## src/rtl/spi_adc_rx.sv

```systemverilog
// SPI capture for the 12-bit ADC: drives cs/sclk (CPOL=1) and shifts in a 16-bit frame MSB first.
// Optional leading-zero check enabled by defining SPI_ADC_RX_ZERO_CHECK_EN.
module spi_adc_rx #(
    parameter int unsigned SCLK_DIV = 2
) (
    input  logic        clk_in,
    input  logic        rst,
    input  logic        start,
    input  logic        sdata,
    output logic        cs,
    output logic        sclk,
    output logic [11:0] dout,
    output logic        valid,
    output logic        busy,
    output logic        err
);

    typedef enum logic [2:0] {IDLE, SETUP, SHIFT, DONE, QUIET} state_t;

    localparam logic [7:0] HALF_LAST = 8'(SCLK_DIV - 1);

    state_t      state, state_next;
    logic [7:0]  half_cnt, half_cnt_next;
    logic [3:0]  bit_cnt, bit_cnt_next;
    logic        phase, phase_next;
    logic        half_done;
    logic        sample;
    logic [15:0] shift_reg;

    assign half_done = (half_cnt == HALF_LAST);

    always_ff @(posedge clk_in) begin
        if (rst) begin
            state    <= IDLE;
            half_cnt <= 8'd0;
            bit_cnt  <= 4'd0;
            phase    <= 1'b0;
        end else begin
            state    <= state_next;
            half_cnt <= half_cnt_next;
            bit_cnt  <= bit_cnt_next;
            phase    <= phase_next;
        end
    end

    // phase selects the half of a bit period in SHIFT (0 = sclk low) and of the quiet time in QUIET
    always_comb begin
        state_next    = state;
        half_cnt_next = half_cnt;
        bit_cnt_next  = bit_cnt;
        phase_next    = phase;
        sample        = 1'b0;
        case (state)
            IDLE: begin
                if (start) begin
                    state_next    = SETUP;
                    half_cnt_next = 8'd0;
                end
            end
            SETUP: begin
                if (half_done) begin
                    state_next    = SHIFT;
                    half_cnt_next = 8'd0;
                    bit_cnt_next  = 4'd0;
                    phase_next    = 1'b0;
                end else begin
                    half_cnt_next = half_cnt + 8'd1;
                end
            end
            SHIFT: begin
                if (half_done) begin
                    half_cnt_next = 8'd0;
                    if (!phase) begin
                        phase_next = 1'b1;
                        sample     = 1'b1;
                    end else if (bit_cnt == 4'd15) begin
                        state_next = DONE;
                        phase_next = 1'b0;
                    end else begin
                        bit_cnt_next = bit_cnt + 4'd1;
                        phase_next   = 1'b0;
                    end
                end else begin
                    half_cnt_next = half_cnt + 8'd1;
                end
            end
            DONE: begin
                state_next    = QUIET;
                half_cnt_next = 8'd0;
                phase_next    = 1'b0;
            end
            QUIET: begin
                if (half_done) begin
                    half_cnt_next = 8'd0;
                    if (phase) begin
                        state_next = IDLE;
                        phase_next = 1'b0;
                    end else begin
                        phase_next = 1'b1;
                    end
                end else begin
                    half_cnt_next = half_cnt + 8'd1;
                end
            end
            default: begin
                state_next    = IDLE;
                half_cnt_next = 8'd0;
                bit_cnt_next  = 4'd0;
                phase_next    = 1'b0;
            end
        endcase
    end

    // Outputs are registered from the next state so they line up with the state they describe
    always_ff @(posedge clk_in) begin
        if (rst) begin
            cs        <= 1'b1;
            sclk      <= 1'b1;
            valid     <= 1'b0;
            busy      <= 1'b0;
            dout      <= 12'h000;
            shift_reg <= 16'h0000;
        end else begin
            cs    <= !(state_next == SETUP || state_next == SHIFT);
            sclk  <= !(state_next == SHIFT && !phase_next);
            valid <= (state_next == DONE);
            busy  <= (state_next != IDLE);
            if (sample)
                shift_reg <= {shift_reg[14:0], sdata};
            if (state_next == DONE)
                dout <= shift_reg[11:0];
        end
    end

`ifdef SPI_ADC_RX_ZERO_CHECK_EN
    always_ff @(posedge clk_in) begin
        if (rst)
            err <= 1'b0;
        else if (state_next == DONE)
            err <= |shift_reg[15:12];
    end
`else
    logic unused_lead;
    assign unused_lead = |shift_reg[15:12];
    assign err = 1'b0;
`endif

endmodule

```

## config.mk

```make
export PLATFORM = sky130hd
export DESIGN_NAME = spi_adc_rx
export DESIGN_NICKNAME = d
export VERILOG_FILES = /design/src/rtl/spi_adc_rx.sv
export SDC_FILE = /design/constraint.sdc
export NUM_CORES = 1
export LEC_CHECK = 0
export ABC_CLOCK_PERIOD_IN_PS = 2700
export CAP_MARGIN = 40
export CORE_UTILIZATION = 40
export CTS_BUF_LIST = sky130_fd_sc_hd__clkbuf_16
export CTS_CLUSTER_DIAMETER = 100
export DETAILED_ROUTE_END_ITERATION = 7
export HOLD_SLACK_MARGIN = 0.02
export SLEW_MARGIN = 15
export SYNTH_ARGS = -nofsm -noshare
export SYNTH_HDL_FRONTEND = slang
export SYNTH_SLANG_ARGS = --single-unit
export TNS_END_PERCENT = 100
```

## constraint.sdc

```tcl
create_clock -name clk_in -period 2.7 [get_ports clk_in]
set_input_delay 0.27 -clock clk_in [delete_from_list [all_inputs] [get_ports clk_in]]
set_output_delay 0.27 -clock clk_in [all_outputs]
set_load 0.01 [all_outputs]
```

==> results.json <==
{
  "outcome": "finished, final reports clean",
  "cellLeakagePower_nw": 0.754,
  "power_frac_seq": 0.487,
  "period_share": 0.761,
  "hold_violations": 0,
  "setup_slack_ns": 0.646,
  "swShare": 0.244,
  "final_core_util": 0.494,
  "clock-sinks": 44,
  "syn_nets": 244,
  "viasPerCell": 5.17,
  "ys_seq_elements": 44,
  "worstPathArrival_ns": 2.27,
  "grt_overflow": 0,
  "diodes": 0,
  "antenna_left": 0,
  "power.switching_mw": 0.340,
  "layout_min_cycle_time_ns": 2.05,
  "final_area_um2": 2330,
  "cp-endpoint": "shift_reg[9]$_SDFFE_PP0P_",
  "rsz0062_at_grt": "no",
  "place_ws_ns": 0.637,
  "firstDrtPassIters": 4,
  "clock_skew_ns": 0.00983,
  "crit_slowest_cell": "dfxtp_1",
  "cts_tree": "built",
  "max_clock_freq_mhz": 487,
  "relSlewSlack": 0.558,
  "reg2reg_depth": 8,
  "cap_violations": 0,
  "cts.htree.levels": 2,
  "first_iter_violations": 76,
  "final_nets": 257,
  "cp-end-kind": "flop",
  "antenna_found_initial": 0,
  "yosysWarnings": 0,
  "fin_tns_setup_ns": 0,
  "portBuffers": 19,
  "dieArea_um2": 5200,
  "vias": 1635,
  "wl_um": 4060,
  "grt_pass1_wl_um": 6530,
  "path_clk_slew_ns": 0.06,
  "cts_setup_buffers": 0,
  "cp_cell_sequence": "ha_1, nor4b_4, nand2_1, inv_1, ha_1, and2_1, nand2_1, a21oi_1",
  "syn-cell-area_um2": 1960,
  "ys.flop_type": "dfxtp_1",
  "numCtsBuffers": 5,
  "die_x_um": 72.1,
  "ios": 21,
  "postCtsResizedCells": 0,
  "grt_max_degree": 29,
  "grt_use_total": 0.164,
  "row_count": 25,
  "p_clk_frac": 0.421,
  "hold_path.class": "reg2reg",
  "holdWs_ns": 0.469,
  "syn-instance-count": 235,
  "slowest_delay_ns": 0.39,
  "synth-async-reset-ratio": 0,
  "reg2reg_from": "half_cnt[0]$_SDFFE_PP0P_",
  "start_kind": "flop",
  "critPathLaunch": "half_cnt[0]$_SDFFE_PP0P_",
  "root_buffer": "clkbuf_16",
  "avgSynthCellArea_um2": 8.36,
  "start_util": 0.416,
  "critPathKind": "reg2reg",
  "crit_path_max_fanout": 12,
  "drc": 0,
  "place_area_um2": 2190,
  "synth-edff-count": 0,
  "core_um2": 4720,
  "place.gp.congestion": 0.821,
  "drive_above_1_share": 0.0723,
  "ys_seq_area_frac": 0.448,
  "r2r-end": "shift_reg[9]$_SDFFE_PP0P_",
  "p_per_area_nw_per_um2": 598,
  "clock_path_buffers": 2,
  "dp.final_hpwl_um": 2780,
  "peakVddDrop_mv": 0.282,
  "slew_viol_final": 0,
  "worst_ep_required_time_ns": 2.92,
  "area_growth_pct": 18.8,
  "power.internal_mw": 1.06,
  "post_drt_wl_per_cell_um": 12.8,
  "grt_pass1_vias": 1361,
  "worst_slew_pin_slew_ns": 0.661,
  "finalSetupViolations": 0,
  "pwr-share-comb": 0.091,
  "r2r_setup_slack_ns": 0.65,
  "die_h_um": 72.1,
  "synth.distinct_cells": 43,
  "holdBufCountCts": 0,
  "clk_latency_ns": 0.29
}
-- worst min-delay path by stage --
stage / start / to / slack, ns / cells after the start
2_1_floorplan: rst / state[1]$_SDFF_PP0_ / 0.36 / 1
3_3_place_gp: shift_reg[11]$_SDFFE_PP0P_ / shift_reg[11]$_SDFFE_PP0P_ / 0.46 / 2
3_5_place_dp: shift_reg[11]$_SDFFE_PP0P_ / shift_reg[11]$_SDFFE_PP0P_ / 0.46 / 2
4_1_cts: shift_reg[11]$_SDFFE_PP0P_ / shift_reg[11]$_SDFFE_PP0P_ / 0.47 / 2
5_1_grt: shift_reg[5]$_SDFFE_PP0P_ / shift_reg[5]$_SDFFE_PP0P_ / 0.49 / 2
6_report: shift_reg[4]$_SDFFE_PP0P_ / shift_reg[5]$_SDFFE_PP0P_ / 0.47 / 2
-- cells in the final DEF (no fill, tap or decap), types with 6 or more instances in the layout --
cell type / instances
nor2_1: 12
o21ai_0: 15
clkdlybuf4s50_1: 19
inv_1: 6
xnor2_1: 6
nand2_1: 29
nand3_1: 18
nor3_1: 12
a21oi_1: 29
dfxtp_1: 44
-- layout make-up --
| cell class | count | area (um^2) |
|---|---|---|
| Timing Repair Buffer | 21 | 205 |
| Sequential cell | 44 | 881 |
| Tap cell | 67 | 83.8 |
| Multi-Input combinational cell | 170 | 997 |
| Inverter | 6 | 22.5 |
| Clock buffer | 5 | 125 |
| Fill cell | 453 | 2390 |
| Clock inverter | 3 | 18.8 |
-- power by group through the flow --
stage               Combinational, mW  Clock (mW)  Sequential (mW)
finish                          0.127       0.588            0.680
detailed placement              0.128           0            0.694
global placement                0.129           0            0.694
floorplan                       0.101           0            0.687
CTS                             0.128       0.601            0.679
global route                    0.142       0.630            0.682
-- cell families (layout without fill, tap and decap cells) --
logic type / after synthesis / count (layout) / share of synthesized area
AND/OR/NAND/NOR: 97 / 97 / 0.262
buffers and inverters: 21 / 35 / 0.0439
AO/OA/AOI/OAI: 58 / 58 / 0.171
adder cells (fa/ha/maj): 5 / 5 / 0.0318
XOR/XNOR: 8 / 8 / 0.0357
flip-flops: 44 / 44 / 0.448
multiplexers: 1 / 1 / 0.00510
other: 1 / 1 / 0.00191
-- routing by layer --
layer / routed length (um) / vias to the layer above / track usage
met3: 122 / 6 / 0.0431
met2: 1680 / 24 / 0.229
li1: - / 855 / -
met4: 77 / 0 / 0.0719
met1: 2170 / 750 / 0.235
met5: 0 / - / 0
-- through the flow --
stage	power, mW	cells
finish	1.40	316
detailed placement	0.822	308
global placement	0.823	308
CTS	1.41	316
global route	1.45	316
floorplan	0.788	235
-- synth_stat cells, types with 2 or more instances --
master    instances  area (um^2)
a31oi_1           2         12.5
buf_2             3         15.0
nand2_1          29          109
o21ai_0          15         75.1
xor2_1            2         17.5
a21oi_1          29          145
a211oi_1          2         15.0
nand3_1          18         90.1
ha_1              5         62.6
o31ai_1           3         22.5
inv_1             6         22.5
nor3_1           12         60.1
dfxtp_1          44          881
nor3b_1           4         30.0
or2_2             2         12.5
or4_1             4         30.0
xnor2_1           6         52.6
nor4_1            2         12.5
clkbuf_1         11         41.3
and3_1            2         12.5
nor2_1           12         45.0
-- critical path: cells and delay by family, from the launching register on --
family / cells / cell delay [ns]
and+or+nand+nor: 4 / 1.00
DFF: 1 / 0.39
adders and majority gates: 2 / 0.34
buffers and inverters: 1 / 0.12
AOI/OAI and AO/OA: 1 / 0.13
(Power assumes the default switching activity.)
